### config.mk
export PLATFORM = sky130hd
export DESIGN_NAME = pid_coef_loader
export DESIGN_NICKNAME = d
export VERILOG_FILES = /design/src/rtl/pid_coef_loader.sv
export SDC_FILE = /design/constraint.sdc
export NUM_CORES = 1
export LEC_CHECK = 0
export ABC_AREA = 1
export CAP_MARGIN = 20
export CORE_AREA = 2 2 141 143
export CTS_CLUSTER_SIZE = 10
export DETAILED_ROUTE_END_ITERATION = 8
export DIE_AREA = 0 0 143 145
export GPL_TIMING_DRIVEN = 0
export PLACE_DENSITY = 0.72
export SETUP_SLACK_MARGIN = 0.15
export SLEW_MARGIN = 20
export SYNTH_ARGS = -nofsm -noshare
export SYNTH_HDL_FRONTEND = slang
export SYNTH_SLANG_ARGS = --single-unit
export TNS_END_PERCENT = 30
### constraint.sdc
create_clock -name clk -period 6.4 [get_ports clk]
set_input_delay 1.28 -clock clk [delete_from_list [all_inputs] [get_ports clk]]
set_output_delay 1.28 -clock clk [all_outputs]
set_load 0.02 [all_outputs]
### src/rtl/pid_coef_loader.sv
// pid_coef_loader: streams a host-written shadow bank of PID coefficients
// (Kp, Ki, Kd, K3 per axis) into the FOC controller's PID register files.
// The PID write port uses active-low write enables. While a stream is being
// written, the block blocks the controller's sample valid.
//
// Optional feature macro: PID_LOADER_AUTOLOAD_EN
//   defined   : the shadow resets to Kp=1<<12, Ki=1<<9, Kd=0, K3=0. One full
//               load (mask 2'b11) runs automatically after reset is released.
//   undefined : the shadow resets to zero, and nothing is written until load.
//
// Ports:
//   clk, rstb                        clock, asynchronous active-high reset
//   host_wr/axis/addr/data           shadow write port (dropped while busy)
//   load, load_mask                  one-cycle load request, axis mask {q,d}
//   busy, load_done                  stream in flight / completion pulse
//   samp_valid_in, samp_valid_out    upstream sample valid, gated copy
//   ctrl_ready                       controller idle indication
//   pid_{d,q}_{wen,addr,data}        registered PID write port (wen active-low)
module pid_coef_loader #(
    parameter int unsigned D_WIDTH = 19,
    parameter int unsigned N_COEF  = 4
) (
    input  logic               clk,
    input  logic               rstb,
    input  logic               host_wr,
    input  logic               host_axis,
    input  logic [1:0]         host_addr,
    input  logic [D_WIDTH-1:0] host_data,
    input  logic               load,
    input  logic [1:0]         load_mask,
    output logic               busy,
    output logic               load_done,
    input  logic               samp_valid_in,
    output logic               samp_valid_out,
    input  logic               ctrl_ready,
    output logic               pid_d_wen,
    output logic [D_WIDTH-1:0] pid_d_addr,
    output logic [D_WIDTH-1:0] pid_d_data,
    output logic               pid_q_wen,
    output logic [D_WIDTH-1:0] pid_q_addr,
    output logic [D_WIDTH-1:0] pid_q_data
);

    localparam int unsigned IW = (N_COEF > 1) ? $clog2(N_COEF) : 1;

    typedef enum logic [1:0] {StIdle, StPend, StWrite, StDone} state_e;

    state_e             state_q, state_d;
    logic [IW-1:0]      idx_q, idx_d;
    logic [1:0]         mask_q, mask_d;
    logic [D_WIDTH-1:0] shadow_q [2][N_COEF];
    logic               autoload;
    logic               load_req;
    logic [1:0]         load_mask_eff;

`ifdef PID_LOADER_AUTOLOAD_EN
    // High only during the first cycle after reset release. It acts as a
    // synthetic load request with both axes enabled.
    logic autoload_q;
    always_ff @(posedge clk or posedge rstb) begin
        if (rstb) begin
            autoload_q <= 1'b1;
        end else begin
            autoload_q <= 1'b0;
        end
    end
    assign autoload = autoload_q;
`else
    assign autoload = 1'b0;
`endif

    assign load_req      = load | autoload;
    assign load_mask_eff = autoload ? 2'b11 : load_mask;

    assign busy           = (state_q == StPend) || (state_q == StWrite);
    assign load_done      = (state_q == StDone);
    assign samp_valid_out = samp_valid_in && ((state_q == StIdle) || (state_q == StPend));

    always_comb begin
        state_d = state_q;
        idx_d   = idx_q;
        mask_d  = mask_q;
        unique case (state_q)
            StIdle: begin
                if (load_req) begin
                    mask_d  = load_mask_eff;
                    state_d = StPend;
                end
            end
            StPend: begin
                // An empty mask has nothing to write, so it completes without
                // waiting for the controller.
                if (mask_q == 2'b00) begin
                    state_d = StDone;
                end else if (ctrl_ready && !samp_valid_in) begin
                    idx_d   = '0;
                    state_d = StWrite;
                end
            end
            StWrite: begin
                if (idx_q == IW'(N_COEF - 1)) begin
                    idx_d   = '0;
                    state_d = StDone;
                end else begin
                    idx_d = idx_q + 1'b1;
                end
            end
            StDone: begin
                state_d = StIdle;
            end
            default: begin
                state_d = StIdle;
            end
        endcase
    end

    always_ff @(posedge clk or posedge rstb) begin
        if (rstb) begin
            state_q <= StIdle;
            idx_q   <= '0;
            mask_q  <= 2'b00;
        end else begin
            state_q <= state_d;
            idx_q   <= idx_d;
            mask_q  <= mask_d;
        end
    end

    // Shadow bank. A write in the same cycle as an accepted load still lands,
    // because busy only rises after that edge.
    always_ff @(posedge clk or posedge rstb) begin
        if (rstb) begin
            for (int a = 0; a < 2; a++) begin
                for (int c = 0; c < int'(N_COEF); c++) begin
`ifdef PID_LOADER_AUTOLOAD_EN
                    shadow_q[a][c] <= (c == 0) ? D_WIDTH'(1 << 12) :
                                      (c == 1) ? D_WIDTH'(1 << 9) : '0;
`else
                    shadow_q[a][c] <= '0;
`endif
                end
            end
        end else if (host_wr && !busy) begin
            shadow_q[host_axis][host_addr] <= host_data;
        end
    end

    // The PID port is registered from next-state values. This puts the write
    // beat for idx in the same cycle that the FSM holds that idx in WRITE.
    always_ff @(posedge clk or posedge rstb) begin
        if (rstb) begin
            pid_d_wen  <= 1'b1;
            pid_q_wen  <= 1'b1;
            pid_d_addr <= '0;
            pid_q_addr <= '0;
            pid_d_data <= '0;
            pid_q_data <= '0;
        end else if (state_d == StWrite) begin
            pid_d_wen  <= ~mask_q[0];
            pid_q_wen  <= ~mask_q[1];
            pid_d_addr <= D_WIDTH'(idx_d);
            pid_q_addr <= D_WIDTH'(idx_d);
            pid_d_data <= shadow_q[0][idx_d];
            pid_q_data <= shadow_q[1][idx_d];
        end else begin
            pid_d_wen <= 1'b1;
            pid_q_wen <= 1'b1;
        end
    end

endmodule

== Yosys cells after proc, flatten, opt, wreduce, memory -nomap -nowiden ==
Cells that the tools add are included.
Word-level totals
  bits in registers: 200
  logic and storage cells: 66
  input port bits: 30
Operators by class
  mux-type cells: 22
  reduce and logical (&&, ||, !) cells: 12
  equality and inequality tests: 5
  order comparisons: 5
  add/sub/neg operators: 1
  bitwise logic cells: 5
Operators by type and width (number)
  152-bit bitwise mux: 1
  19-bit two-way mux: 5
  19-bit binary-select mux with 2-bit select: 2
  76-bit demux with 1-bit select: 1
  76-bit two-way mux: 1
  19-bit demux with 2-bit select: 1
  2-bit two-way mux: 7
  2-bit equality test (second input constant): 4
  2-bit case mux with 4 select lines: 1
  3-bit >= comparator (second input constant): 2
  2-bit NOT with 3-bit output: 2
  1-bit logical AND: 5
  2-bit logical NOT: 2
  2-bit case mux with 2 select lines: 1
  3-bit by 1-bit < comparator with 1-bit output (second input constant): 1
  2-bit by 1-bit adder with 2-bit output (second input constant): 1
  2-bit by 1-bit equality test with 1-bit output (second input constant): 1
  2-bit >= comparator (second input constant): 1
  1-bit logical NOT: 2
  1-bit logical OR: 2
  2-bit by 1-bit < comparator with 1-bit output (second input constant): 1
  1-bit two-way mux: 2
  1-bit NOT: 2
  1-bit NOT with 2-bit output: 1
  2-bit AND reduction: 1

== Logic depth before layout (Yosys ltp) ==
  depth in word-level cells: 9
  gate-level depth with buffers: 13

== Worst setup path before layout ==
OpenSTA, ideal clock, no wires.
  path kind: input -> output
  start point: input port samp_valid_in
  end point: output port samp_valid_out
  arrival time: 1.605 ns
  slack: 3.515 ns
  required time: 5.120 ns
  stages: 2
  path through: inv_1 -> nor2_1
Between the ends
  longest elaborated chain between the ends: 1
RTL lines
  start, declared: RTL line 33  | input logic samp_valid_in,
  1-bit logical AND: RTL line 77  | assign samp_valid_out = samp_valid_in && ((state_q == StIdle) || (state_q == StPend));
  end, declared: RTL line 34  | output logic samp_valid_out,
No other way between the ends.

== Final worst setup path ==
Same ends and word-level chain as after synthesis.

==> out/results.tsv <==
metric	value	unit
area_delta_synth_final	20.2	%
clk_root_buffer_cell	sky130_fd_sc_hd__clkbuf_16	
fin_ws	2.61	ns
worst_path_most_repeated_cell	sky130_fd_sc_hd__clkdlybuf4s50_1	
timing.hold.worst_endpoint	pid_d_wen$_DFF_PP1_	
maxClockFrequency	264	MHz
max-vdd-ir-drop	0.240	mV
post-place-ws	2.60	ns
grt_max_degree	35	
yosysWarnings	0	
synth_area_per_cell	7.74	sq um
grt_pass1_wl	41600	um
final_period_minus_worst_setup_slack	3.79	ns
pwr_density_cell	505	mW/mm^2
htree_num_levels	4	
r2r_end	shadow_q[46]$_DFFE_PP0P_	
globalRouteOverflowTotal	0	
total_number_of_vias	8254	
buffer_ports.inserted	76	
synthArstFlopShare	100	%
routability_cong	0.864	
critical-path-slowest-cell	sky130_fd_sc_hd__clkdlybuf4s50_1	
run_status	complete, no violations	
drv_slew	0	
endpoint_arrival_time_on_the_critical_path	2.51	ns
post_cts_resized	0	
r2r_setup_slack	3.67	ns
cp.required	5.12	ns
antenna_found_initial	0	
max_slew.worst_pin.slew	0.690	ns
syn_inst	1240	
postCtsSetupBuffers	0	
synth.largest_area_cell	sky130_fd_sc_hd__dfrtp_1	
boundaryPins	111	
yosysSeqAreaShare	52.2	%
route.final.wire_length	25500	um
cts_num_sinks	200	
post-route-cell-area	0.0115	sq mm
yosys.cell_types.count	21	
layout.nets	1411	
timing.final.hold_violations	0	
synth_flop_cell	sky130_fd_sc_hd__dfrtp_1	
cp_class	input pin to output port	
synth_top_area_share	51.6	%
clk_pin_slew	0.07	ns
slew_headroom	54.0	%
timing.critical_path.max_delay_family	buffers and inverters	
postPlaceCellArea	0.0110	sq mm
finalSetupViolations	0	
fin_skew	0.00906	ns
fin_tns_setup	0	ns
floorplan.die_area	0.0207	sq mm
ys_ff_latch	200	
synthTopCellsByArea	sky130_fd_sc_hd__dfrtp_1 (52%), sky130_fd_sc_hd__nand2_1 (16%), sky130_fd_sc_hd__o21ai_0 (8.3%), sky130_fd_sc_hd__nand3_1 (8.2%), sky130_fd_sc_hd__inv_1 (7.3%)	
cts-hold-fix-buffers	0	
rsz_0062_raised_after_global_routing	no	
rr_worst_depth	10	
drv.max_cap_violation_count	0	
cts_buffer_depth	2	
first_global_vias	8069	
starting_utilization_of_the_core_area	50.0	%
clk-insertion-delay-late	0.45	ns
setup.worst_path.end_class	output port	
timing.critical_path.fanout_max	2	
timing.critical_path.slowest_cell_delay	0.60	ns
post-layout-total-power	5820	uW
kind_of_path_behind_the_tightest_hold_check	flip-flop to flip-flop	
crit-reg2reg-launch	state_q[0]$_DFF_PP0_	
detail_route.vias_per_cell	4.99	
hpwlAfterDp	18000	um
synth-edff-count	0	
drt_pre_antenna_iters	5	
drc_errors	0	
layout-drive-gt1-share	9.01	%
hold_path_depth	1	
crit_chain	clkdlybuf4s50_1 -> inv_1 -> nor2_1 -> clkdlybuf4s50_1	
worst-path-buf-inv	3	
final_min_period_over_clock_period	59.3	%
power_leakage	0.00608	uW
wl_per_instance	15.5	um
netlist_top_cells_count	sky130_fd_sc_hd__nand2_1 (401), sky130_fd_sc_hd__dfrtp_1 (198), sky130_fd_sc_hd__inv_1 (186)	
floorplan.core_area	0.0192	sq mm
die-width	143	um
floorplan.rows	51	
cts_made_buffers	17	
critical_path.startpoint_type	input pin	
yosys.cell_count.top_type	sky130_fd_sc_hd__nand2_1	
chip_height	145	um
overall_fraction_of_global_route_tracks_in_use	25.8	%
detailedRoute.firstIterationViolations	850	
num_antenna_cells	0	
min-delay-start	mask_q[0]$_DFFE_PP0P_	
cts_tree	done	
syn-cell-area	0.00959	sq mm
count_of_antenna_violating_nets_left_after_detailed_routing	0	
==> kinds of logic (layout without fill, tap and decap cells) <==
logic type	Yosys count	after routing	share of synthesized area (%)
AND/OR/NAND/NOR	573	573	24.6
buffers and inverters	296	411	13.8
adder cells (fa/ha/maj)	6	6	0.782
AO/OA/AOI/OAI	164	164	8.65
other	1	34	0.0391
flip-flops	200	200	52.2
==> stage by stage <==
stage / hold slack (ns) / util (%) / instances
after floorplan: 0.395 / - / 1273
after global placement: 0.401 / 56.3 / 1614
after detailed placement: 0.413 / 57.1 / 1621
after CTS: 0.424 / 60.0 / 1653
after global routing: 0.440 / 60.0 / 1653
final: 0.421 / 60.0 / 1653
==> how the worst max path moves through the flow <==
stage | to | slack (ns) | start | cells past startpoint
after global routing | samp_valid_out | 2.52 | samp_valid_in | 4
after CTS | samp_valid_out | 2.59 | samp_valid_in | 4
final | samp_valid_out | 2.61 | samp_valid_in | 4
after detailed placement | samp_valid_out | 2.60 | samp_valid_in | 4
after global placement | shadow_q[100]$_DFFE_PP0P_ | 0.94 | rstb | 2
after floorplan | idx_q[0]$_DFF_PP0_ | 2.53 | rstb | 1
==> per-layer routing <==
metal,share of wire (%),global-route usage [%],wire [um]
met5,0,0,0
met4,1.9,8.66,474
met3,7.1,4.19,1820
met2,49,42.2,12500
met1,42,34.9,10800
==> cell usage in the layout, fill, tap and decap left out, types with 7 or more instances in the layout <==
cell | netlist | final
sky130_fd_sc_hd__dfrtp_1 | 198 | 198
sky130_fd_sc_hd__nand3_1 | 158 | 158
sky130_fd_sc_hd__clkbuf_1 | 28 | 28
sky130_fd_sc_hd__clkdlybuf4s50_1 | 0 | 76
sky130_fd_sc_hd__inv_1 | 186 | 185
sky130_fd_sc_hd__buf_4 | 42 | 42
sky130_fd_sc_hd__clkinvlp_4 | 0 | 7
sky130_fd_sc_hd__clkbuf_16 | 0 | 17
sky130_fd_sc_hd__nor2_1 | 11 | 11
sky130_fd_sc_hd__o21ai_0 | 159 | 159
sky130_fd_sc_hd__buf_2 | 35 | 35
sky130_fd_sc_hd__conb_1 | 1 | 34
sky130_fd_sc_hd__nand2_1 | 401 | 401
==> power by group <==
group,internal (uW),switching (uW)
Clock,517,519
Combinational,986,1680
Sequential,1840,277
Total,3350,2470
==> registers in the layout (all words and copies together), names as in the netlist <==
register and cells:
pid_q_data 19, state_q 2, pid_d_data 19, idx_q 2
pid_d_wen 1, pid_q_wen 1, mask_q 2, shadow_q 152
pid_q_addr 2
==> layout make-up <==
class / instances / area [sq um]
Fill cell: 1735 / 7670
Sequential cell: 200 / 5010
Multi-Input combinational cell: 777 / 3390
Timing Repair Buffer: 83 / 923
Inverter: 188 / 709
Buffer: 108 / 614
Clock buffer: 18 / 439
Tap cell: 265 / 332
Clock inverter: 14 / 116
(Power assumes the default switching activity.)
